## config.mk

```make
export PLATFORM = sky130hd
export DESIGN_NAME = pwm_measure
export DESIGN_NICKNAME = d
export VERILOG_FILES = /design/src/rtl/pwm_measure_pkg.sv /design/src/rtl/pwm_measure_sync.sv /design/src/rtl/pwm_measure.sv
export SDC_FILE = /design/constraint.sdc
export NUM_CORES = 1
export LEC_CHECK = 0
export ABC_AREA = 1
export ABC_CLOCK_PERIOD_IN_PS = 1940
export CAP_MARGIN = 20
export CORE_AREA = 2 2 83 85
export CTS_BUF_LIST = sky130_fd_sc_hd__clkbuf_8
export DETAILED_ROUTE_END_ITERATION = 8
export DIE_AREA = 0 0 85 87
export MAX_ROUTING_LAYER = met4
export PLACE_DENSITY = 0.85
export SYNTH_ARGS = -nofsm -noshare
export SYNTH_HDL_FRONTEND = slang
export SYNTH_HIERARCHICAL = 1
export SYNTH_SLANG_ARGS = --single-unit
```

## constraint.sdc

```tcl
create_clock -name clk_i -period 1.94 [get_ports clk_i]
set_input_delay 0.291 -clock clk_i [delete_from_list [all_inputs] [get_ports clk_i]]
set_output_delay 0.291 -clock clk_i [all_outputs]
set_load 0.005 [all_outputs]
```

## src/rtl/pwm_measure_pkg.sv

```systemverilog
// pwm_measure_pkg: state encoding shared by the PWM measurement block.
package pwm_measure_pkg;
  typedef enum logic [1:0] {
    IDLE = 2'd0,
    HIGH = 2'd1,
    LOW  = 2'd2
  } state_e;
endpackage

```

## src/rtl/pwm_measure_sync.sv

```systemverilog
// sync_edge_detect: synchronizes an async input and flags its rising/falling edges.
module sync_edge_detect #(
  parameter int STAGES = 2
) (
  input  logic clk_i,
  input  logic rst_i,
  input  logic async_i,
  output logic sync_o,
  output logic rise_o,
  output logic fall_o
);
  logic [STAGES-1:0] sync_q;
  logic              prev_q;
  always_ff @(posedge clk_i or posedge rst_i) begin
    if (rst_i) begin
      sync_q <= '0;
      prev_q <= 1'b0;
    end else begin
      sync_q <= {sync_q[STAGES-2:0], async_i};
      prev_q <= sync_q[STAGES-1];
    end
  end
  assign sync_o = sync_q[STAGES-1];
  assign rise_o = sync_o & ~prev_q;
  assign fall_o = ~sync_o & prev_q;
endmodule

```

## src/rtl/pwm_measure.sv

```systemverilog
// pwm_measure: measures high time and period of an async PWM input in clock cycles.
module pwm_measure
  import pwm_measure_pkg::*;
#(
  parameter int COUNT_WIDTH = 16,
  parameter int SYNC_STAGES = 2
) (
  input  logic                   clk_i,
  input  logic                   rst_i,
  input  logic                   pwm_i,
  output logic [COUNT_WIDTH-1:0] high_count_o,
  output logic [COUNT_WIDTH-1:0] period_count_o,
  output logic                   meas_valid_o,
  output logic                   level_stuck_o,
  output logic                   stuck_level_o
);
  localparam logic [COUNT_WIDTH-1:0] MAX = '1;
  logic sync, rise, fall;
  state_e state_q, state_d;
  logic [COUNT_WIDTH-1:0] ctr_q, ctr_d, high_lat_q, high_lat_d;
  logic [COUNT_WIDTH-1:0] high_q, high_d, period_q, period_d;
  logic valid_q, valid_d, stuck_q, stuck_d, stuck_lvl_q, stuck_lvl_d;
  sync_edge_detect #(.STAGES(SYNC_STAGES)) u_sync (
    .clk_i   (clk_i),
    .rst_i   (rst_i),
    .async_i (pwm_i),
    .sync_o  (sync),
    .rise_o  (rise),
    .fall_o  (fall)
  );
  always_comb begin
    state_d     = state_q;
    ctr_d       = rise ? COUNT_WIDTH'(1) : (ctr_q == MAX ? ctr_q : ctr_q + 1'b1);
    high_lat_d  = high_lat_q;
    high_d      = high_q;
    period_d    = period_q;
    valid_d     = 1'b0;
    stuck_d     = stuck_q;
    stuck_lvl_d = stuck_lvl_q;
    case (state_q)
      IDLE: if (rise) begin
        state_d = HIGH;
        stuck_d = 1'b0;
      end
      HIGH: if (fall) begin
        high_lat_d = ctr_q;
        state_d    = LOW;
      end else if (ctr_q == MAX) begin
        state_d     = IDLE;
        stuck_d     = 1'b1;
        stuck_lvl_d = sync;
      end
      LOW: if (rise) begin
        high_d   = high_lat_q;
        period_d = ctr_q;
        valid_d  = 1'b1;
        state_d  = HIGH;
      end else if (ctr_q == MAX) begin
        state_d     = IDLE;
        stuck_d     = 1'b1;
        stuck_lvl_d = sync;
      end
      default: state_d = IDLE;
    endcase
  end
  always_ff @(posedge clk_i or posedge rst_i) begin
    if (rst_i) begin
      state_q     <= IDLE;
      ctr_q       <= '0;
      high_lat_q  <= '0;
      high_q      <= '0;
      period_q    <= '0;
      valid_q     <= 1'b0;
      stuck_q     <= 1'b0;
      stuck_lvl_q <= 1'b0;
    end else begin
      state_q     <= state_d;
      ctr_q       <= ctr_d;
      high_lat_q  <= high_lat_d;
      high_q      <= high_d;
      period_q    <= period_d;
      valid_q     <= valid_d;
      stuck_q     <= stuck_d;
      stuck_lvl_q <= stuck_lvl_d;
    end
  end
  assign high_count_o   = high_q;
  assign period_count_o = period_q;
  assign meas_valid_o   = valid_q;
  assign level_stuck_o  = stuck_q;
  assign stuck_level_o  = stuck_lvl_q;
endmodule
```

==> results of run 1 <==
==> worst reg2reg max path: stages (launching register included) <==
cell and delay (ps):
dfrtp_1 390, inv_1 50, nor2_1 330, nand2_1 340
nand2_1 210, nor2_1 80, nand2_2 70, nand2_1 40
o21ai_1 70, inv_1 50
==> area by class of cell <==
| class | instances | area (um^2) | area share (%) |
|---|---|---|---|
| sequential | 72 | 1800 | 47.0 |
| multi-input combinational | 249 | 1160 | 30.3 |
| timing repair buffer | 43 | 440 | 11.5 |
| clock buffer | 11 | 151 | 3.95 |
| inverter | 32 | 124 | 3.23 |
| tap | 80 | 100 | 2.61 |
| clock inverter | 5 | 55.1 | 1.44 |
==> layout by cell type, fill, tap and decap left out, drive strengths merged, types with 2 or more instances in the layout <==
cell type        n
dfrtp           72
clkbuf          11
nor2            29
o21ai           42
clkinv           2
nand2          135
nand3           20
ha               6
nor3             4
clkdlybuf4s50   37
buf              6
a21oi            4
nand4            6
clkinvlp         2
inv             32
==> per-layer routing <==
metal	wire length (um)	track usage, %	up-vias	share of wire (%)
met5	0	-	-	0
met4	125	7.07	0	2.0
met3	198	5.12	11	3.2
met2	3000	31.0	50	48
met1	2930	23.2	1176	47
li1	-	-	1244	-
==> worst max-delay path by stage <==
stage,start,endpoint,slack (ps)
floorplan,state_q[0],high_count_o[0],520
global placement,u_sync/sync_q[1],stuck_level_o,330
detailed placement,state_q[0],stuck_level_o,250
CTS,u_sync/sync_q[1],stuck_level_o,200
global route,u_sync/sync_q[1],stuck_level_o,6
finish,u_sync/sync_q[1],stuck_level_o,200
==> cells by family (layout without fill, tap and decap cells) <==
| kind of cell | Yosys count | in the layout | synth area share, % |
|---|---|---|---|
| AND/OR/NAND/NOR | 196 | 196 | 27.0 |
| flip-flops | 72 | 72 | 57.4 |
| AO/OA/AOI/OAI | 46 | 46 | 7.34 |
| buffers and inverters | 43 | 91 | 5.58 |
| adder cells (fa/ha/maj) | 6 | 6 | 2.39 |
| XOR/XNOR | 1 | 1 | 0.279 |
==> state kept, by name, summed over array words and instances (netlist names) <==
| register | count |
|---|---|
| stuck_level_o | 1 |
| high_count_o | 16 |
| u_sync/prev_q | 1 |
| high_lat_q | 16 |
| state_q | 2 |
| meas_valid_o | 1 |
| u_sync/sync_q | 2 |
| level_stuck_o | 1 |
| period_count_o | 16 |
| ctr_q | 16 |
==> metrics by stage <==
stage	cell area, um^2	setup slack, ps	instances	utilization (%)
3_5_place_dp	3630	245	476	55.2
6_report	3830	203	492	58.3
3_3_place_gp	3630	326	476	55.2
2_1_floorplan	3140	524	364	-
4_1_cts	3830	195	492	58.3
5_1_grt	3830	5.66	492	58.3
==> power by group through the flow <==
stage                     sequential (mW)  clock (mW)  combinational (mW)
final                                1.79        1.21               0.646
after detailed placement             1.81           0               0.639
after CTS                            1.79        1.23               0.650
after global placement               1.80           0               0.615
after global routing                 1.81        1.30               0.727
after floorplan                      1.79           0               0.410
==> summary.md, run 1 <==
| Metric | Value |
|---|---|
| Post-synthesis sequential area ratio | 57.4% |
| Total Power | 3.64 mW |
| Number of distinct library cells after synthesis | 25 |
| Sw frac | 28.8% |
| Pwr per Cell Area | 951 nW/um^2 |
| RSZ-0062 raised after global routing | false |
| CP max FO | 11 |
| Arrival @ worst endpoint | 1980 ps |
| # Post-CTS Setup Buffers | 0 |
| Clock Power Share | 33.2% |
| Post-Synthesis Cell Area | 3140 um^2 |
| Detailed Route Iter0 Violations | 215 |
| Critical Path Sink Type | flip-flop |
| Sink Count | 72 |
| Post-detail-place hpwl | 4310 um |
| Synth top area share | 57.4% |
| DR pass1 iterations | 4 |
| Critical path class | flip-flop to flip-flop |
| R2R Setup Slk | 200 ps |
| Vias | 2,481 |
| Maximum vdd drop | 717 uV |
| Clk Latency, worst-skew pair | 350 ps |
| Slowest cell delay on critical path | 390 ps |
| Drt drc | 0 |
| Routability-driven placement congestion ratio | 0.885 |
| Clock transition at path regs | 70 ps |
| Avg Inst Size Synth | 8.62 um^2 |
| Pint | 2.60 mW |
| Yosys reg bits | 72 |
| Worst endpoint required time | 2190 ps |
| Row count | 30 |
| Largest net degree at the start of global routing | 70 |
| CTS tree | done |
| Area grow syn2layout | 22.2% |
| Sequential cell fraction of total power | 49.0% |
| Htree depth | 3 |
| Reg2reg end | stuck_level_o |
| Deepest clock path buffer count | 2 |
| Worst Max-Slew Pin Slew | 424 ps |
| Top post-synthesis cells by area | dfrtp_1 57%, nand2_1 15%, o21ai_0 6.5% |
| Num ports | 38 |
| Post-synth ARST share | 100% |
| Crit-path cells | inv_1 -> nor2_1 -> nand2_1 -> nand2_1 -> nor2_1 -> nand2_2 -> nand2_1 -> o21ai_1 -> inv_1 |
| CTS resizes | 0 |
| Commonest cells post-synth | 129 x nand2_1, 72 x dfrtp_1, 41 x o21ai_0 |
| Hold crit path type | input pin to asynchronous set/reset pin |
| Share of layout cells above drive strength 1 | 8.50% |
| Worst path bufs/invs | 2 |
| Status | complete, no violations |
| Logic pwr share | 17.7% |
| First-pass GRT wire length | 10,800 um |
| Fin crit share | 89.5% |
| IO buf count | 37 |
| # hold bufs at CTS | 0 |
| Worst r2r path cells | 9 |
| Root Driver | clkbuf_8 |
| Crit path launch type | flip-flop |
| Area leader, netlist | dfrtp_1 |
| Total Die Area | 7400 um^2 |
| Cell with the largest stage delay on the worst path | dfrtp_1 |
| Final Hold Fails | 0 |
| Nets | 416 |
| Relative slew margins | 71.7% |
| Static Leak | 1.94 nW |
| Slew Viols, Final | 0 |
| Overflow after GRT | 0 |
| CP most frequent cell | nand2_1 |
| CORE AREA | 6570 um^2 |
| Die Ht | 87 um |
| Setup violators final | 0 |
| Syn. warnings | 6 |
| Die Width | 85 um |
| Clk_skew | 7.75 ps |
| Total CTS buffers | 9 |
| Count leader, synth | nand2_1 |
| Crit path time final | 1740 ps |
| Cell depth of the worst setup path | 9 |
| Number of synthesized flops with an enable pin | 0 |
| Final hold slack | 179 ps |
| Vias in the first global route | 2,380 |
| Reg2Reg Launch Point | u_sync/sync_q[1] |
| Sw power | 1.05 mW |
| Starting density of the core | 47.8% |
| # Max-Cap Violations | 0 |
| Mapped Cells | 364 |
| Via density | 5.04 |
| ANT nets after route | 0 |
| Fillers | 541 |
| WL/cell | 12.7 um |
| Worst path top cell family by delay | simple AND/OR/NAND/NOR gates |
| Initial antenna violation count | 0 |
| GRT Resource Usage Total | 19.2% |
| Antenna cell count | 0 |
| Fmax | 576 MHz |
| Final wirelength | 6260 um |
| Syn Nets | 373 |
| Setup tns final | 0 ps |
| Synth Flop Type | dfrtp_1 |
Note: power is estimated with default switching activity, not from simulation.
==> run 2: changes to the inputs <==
--- a/config.mk
+++ b/config.mk
@@ -16,5 +16,4 @@
 export PLACE_DENSITY = 0.85
 export SYNTH_ARGS = -nofsm -noshare
 export SYNTH_HDL_FRONTEND = slang
-export SYNTH_HIERARCHICAL = 1
 export SYNTH_SLANG_ARGS = --single-unit
==> run 2 against run 1 <==
  * Utilization barely moved
  * Wire length rose by 4.2%
  * Total power fell by 1.8%
  * Sequential cell count did not move
  * Global-route usage barely moved
  * Area after synthesis rose by 1.6%
  * Sequential power barely moved
  * Cell area barely moved
  * Clock-buffer cell count fell by 2
  * Clock skew fell by 2.0 ps
  * Die area did not move
  * Critical path depth fell by 3
==> summary.md, run 2 <==
| Metric | Value |
|---|---|
| Number of synthesized flops with an enable pin | 0 (unchanged) |
| Largest family of logic cells by synthesized area | simple AND/OR/NAND/NOR gates (unchanged) |
| Post-Synthesis Cell Area | 3190 um^2 (was 3140 um^2) |
| Clock transition at path regs | 70 ps (about the same) |
| Vias | 2,577 (was 2,481) |
| Post-detail-place hpwl | 4530 um (was 4310 um) |
| Reg2Reg Launch Point | state_q[0] (was u_sync/sync_q[1]) |
| ANT nets after route | 0 (unchanged) |
| # Max-Cap Violations | 0 (unchanged) |
| Commonest cells post-synth | 141 x nand2_1, 72 x dfrtp_1, 38 x o21ai_0 (was 129 x nand2_1, 72 x dfrtp_1, 41 x o21ai_0) |
| Top post-synthesis cells by area | dfrtp_1 57%, nand2_1 17%, o21ai_0 6.0% (was dfrtp_1 57%, nand2_1 15%, o21ai_0 6.5%) |
| Syn. warnings | 0 (was 6) |
| Adder-cell share of the synthesized area | 2.35% (was 2.39%) |
| # Post-CTS Setup Buffers | 0 (unchanged) |
| Hold path depth | 0 |
| Worst hold start | u_sync.sync_q[0] |
| Detailed Route Iter0 Violations | 191 (was 215) |
| Fillers | 545 (was 541) |
| Initial antenna violation count | 0 (unchanged) |
| Static Leak | 1.96 nW (was 1.94 nW) |
| Reg2reg end | period_count_o[11] (was stuck_level_o) |
| Vias in the first global route | 2,435 (was 2,380) |
| Critical Path Sink Type | flip-flop (unchanged) |
| Setup tns final | 0 ps (unchanged) |
| Htree depth | 3 (unchanged) |
| Slew Viols, Final | 0 (unchanged) |
| Root Driver | clkbuf_8 (unchanged) |
| Status | complete, no violations (unchanged) |
| Pwr per Cell Area | 934 nW/um^2 (was 951 nW/um^2) |
| Worst r2r path cells | 6 (was 9) |
| First-pass GRT wire length | 10,900 um (was 10,800 um) |
| Hold EP | u_sync.sync_q[1] |
| Max layer used | met4 (unchanged) |
| Post-synth ARST share | 100% (unchanged) |
| Overflow after GRT | 0 (unchanged) |
| Commonest non-fill, non-tap cell in the layout | nand2_1 (unchanged) |
| Setup violators final | 0 (unchanged) |
| Slowest cell delay on critical path | 420 ps (was 390 ps) |
| Sink Count | 72 (unchanged) |
| Largest net degree at the start of global routing | 73 (was 70) |
| Mapped Cells | 375 (was 364) |
| Cell with the largest stage delay on the worst path | dfrtp_1 (unchanged) |
| R2R Setup Slk | 270 ps (was 200 ps) |
| Area grow syn2layout | 20.2% (was 22.2%) |
| Avg Inst Size Synth | 8.50 um^2 (was 8.62 um^2) |
| Via density | 5.14 (was 5.04) |
| Hold crit path type | flip-flop to flip-flop (was input pin to asynchronous set/reset pin) |
| GRT Resource Usage Total | 19.2% (about the same) |
| Num ports | 38 (unchanged) |
| Row count | 30 (unchanged) |
| Final wirelength | 6520 um (was 6260 um) |
| Fin crit share | 85.9% (was 89.5%) |
| DR pass1 iterations | 5 (was 4) |
| Critical Path Source | state_q[0] (was u_sync/sync_q[1]) |
| WL/cell | 13.0 um (was 12.7 um) |
| Crit-path cells | inv_1 -> ha_1 -> nand2_2 -> buf_4 -> nand2_1 -> o21ai_0 (was inv_1 -> nor2_1 -> nand2_1 -> nand2_1 -> nor2_1 -> nand2_2 -> nand2_1 -> o21ai_1 -> inv_1) |
| Fmax | 600 MHz (was 576 MHz) |
| CTS tree | done (unchanged) |
| Area of the multi-input gates | 1180 um^2 (was 1160 um^2) |
| Drt drc | 0 (unchanged) |
| Complex-gate fraction of the synthesized area | 7.26% (was 7.34%) |
| Starting density of the core | 48.5% (was 47.8%) |
| Synth Flop Type | dfrtp_1 (unchanged) |
| Nets | 425 (was 416) |
| Worst Max-Slew Pin Slew | 364 ps (was 424 ps) |
| Arrival @ worst endpoint | 1930 ps (was 1980 ps) |
| Syn Nets | 384 (was 373) |
| Relative slew margins | 75.8% (was 71.7%) |
| Final hold slack | 355 ps (was 179 ps) |
| Antenna cell count | 0 (unchanged) |
| Yosys reg bits | 72 (unchanged) |
| Crit path time final | 1670 ps (was 1740 ps) |
| IO buf count | 37 (unchanged) |
| Clk Latency, worst-skew pair | 340 ps (was 350 ps) |
| Most frequent cells in the layout | 141 x nand2_1, 72 x dfrtp_1, 38 x o21ai_0 (was 129 x nand2_1, 72 x dfrtp_1, 41 x o21ai_0) |
| Count leader, synth | nand2_1 (unchanged) |
| Final Hold Fails | 0 (unchanged) |
| CP max FO | 40 (was 11) |
| RSZ-0062 raised after global routing | false (unchanged) |
| # hold bufs at CTS | 0 (unchanged) |
| Synth Area in XOR/XNOR | 0% (was 0.279%) |
| Maximum vdd drop | 432 uV (was 717 uV) |
| Deepest clock path buffer count | 2 (unchanged) |
| CORE AREA | 6570 um^2 (unchanged) |
| Die Width | 85 um (unchanged) |
| Mux contribution to synthesized area | 0% (unchanged) |
| Worst endpoint required time | 2200 ps (was 2190 ps) |
| Synth top area share | 56.5% (was 57.4%) |
| Share of layout cells above drive strength 1 | 8.55% (was 8.50%) |
| Total Power | 3.58 mW (was 3.64 mW) |
| Critical path class | flip-flop to flip-flop (unchanged) |
| Post-synthesis simple-gate area fraction | 27.6% (was 27.0%) |
| Post-synthesis sequential area ratio | 56.5% (was 57.4%) |
| Number of distinct library cells after synthesis | 24 (was 25) |
| Met3 WL post-DR | 412 um (was 198 um) |
| Clk_skew | 5.76 ps (was 7.75 ps) |
| Met2 Wirelength | 3090 um (was 3000 um) |
| CTS resizes | 0 (unchanged) |
| Crit path launch type | flip-flop (unchanged) |
| FF/Latch Area | 1800 um^2 (unchanged) |
| Metal-1 WL | 2870 um (was 2930 um) |
| Area leader, netlist | dfrtp_1 (unchanged) |
| Die Ht | 87 um (unchanged) |
| Total Die Area | 7400 um^2 (unchanged) |
| Total CTS buffers | 9 (unchanged) |
| Routability-driven placement congestion ratio | 0.844 (was 0.885) |
run 2: power breakdown:
part | leakage [nW] | total, mW | switching, mW | internal, mW
sequential | 0.982 | 1.78 | 0.128 | 1.66
clock | 0.106 | 1.13 | 0.551 | 0.584
combinational | 0.876 | 0.657 | 0.374 | 0.283
total | 1.96 | 3.58 | 1.05 | 2.52
run 2: logic make-up after synthesis:
kind of cell,Yosys count
compound gates,46
fa+ha+maj,6
flops,72
buf+inv,48
simple gates,203
run 2: routing by layer:
layer,GRT usage (%),vias up
met1,24.5,1209
met3,4.64,20
li1,-,1260
met4,8.51,0
met5,-,-
met2,29.2,88
run 2: through the flow:
stage / std cells / setup WS [ps] / cell area, um^2 / util (%)
finish: 501 / 274 / 3830 / 58.3
global route: 501 / 115 / 3830 / 58.3
CTS: 501 / 261 / 3830 / 58.3
detailed placement: 485 / 280 / 3640 / 55.4
global placement: 485 / 404 / 3640 / 55.4
floorplan: 375 / 625 / 3190 / -
run 2: layout make-up:
| cell class | instances | share of cell area (%) |
|---|---|---|
| Inverter | 37 | 3.72 |
| Timing Repair Buffer | 41 | 10.8 |
| Sequential cell | 72 | 47.0 |
| Multi-Input combinational cell | 255 | 30.9 |
| Tap cell | 80 | 2.61 |
| Clock inverter | 7 | 1.70 |
| Clock buffer | 9 | 3.23 |
run 2: critical path, delay by kind of cell (launching register included):
family                   cells  cell delay, ps
buffers and inverters        2             480
flip-flops                   1             420
AND/OR/NAND/NOR              2             330
adder cells (fa/ha/maj)      1             240
AO/OA/AOI/OAI                1             100
run 2: how the worst max path moves through the flow:
stage                                     to  cells after the start
after global placement     period_count_o[6]                      5
after global routing      period_count_o[11]                      6
final                     period_count_o[11]                      6
after detailed placement  period_count_o[11]                      6
after CTS                 period_count_o[11]                      6
after floorplan               high_lat_q[10]                      5
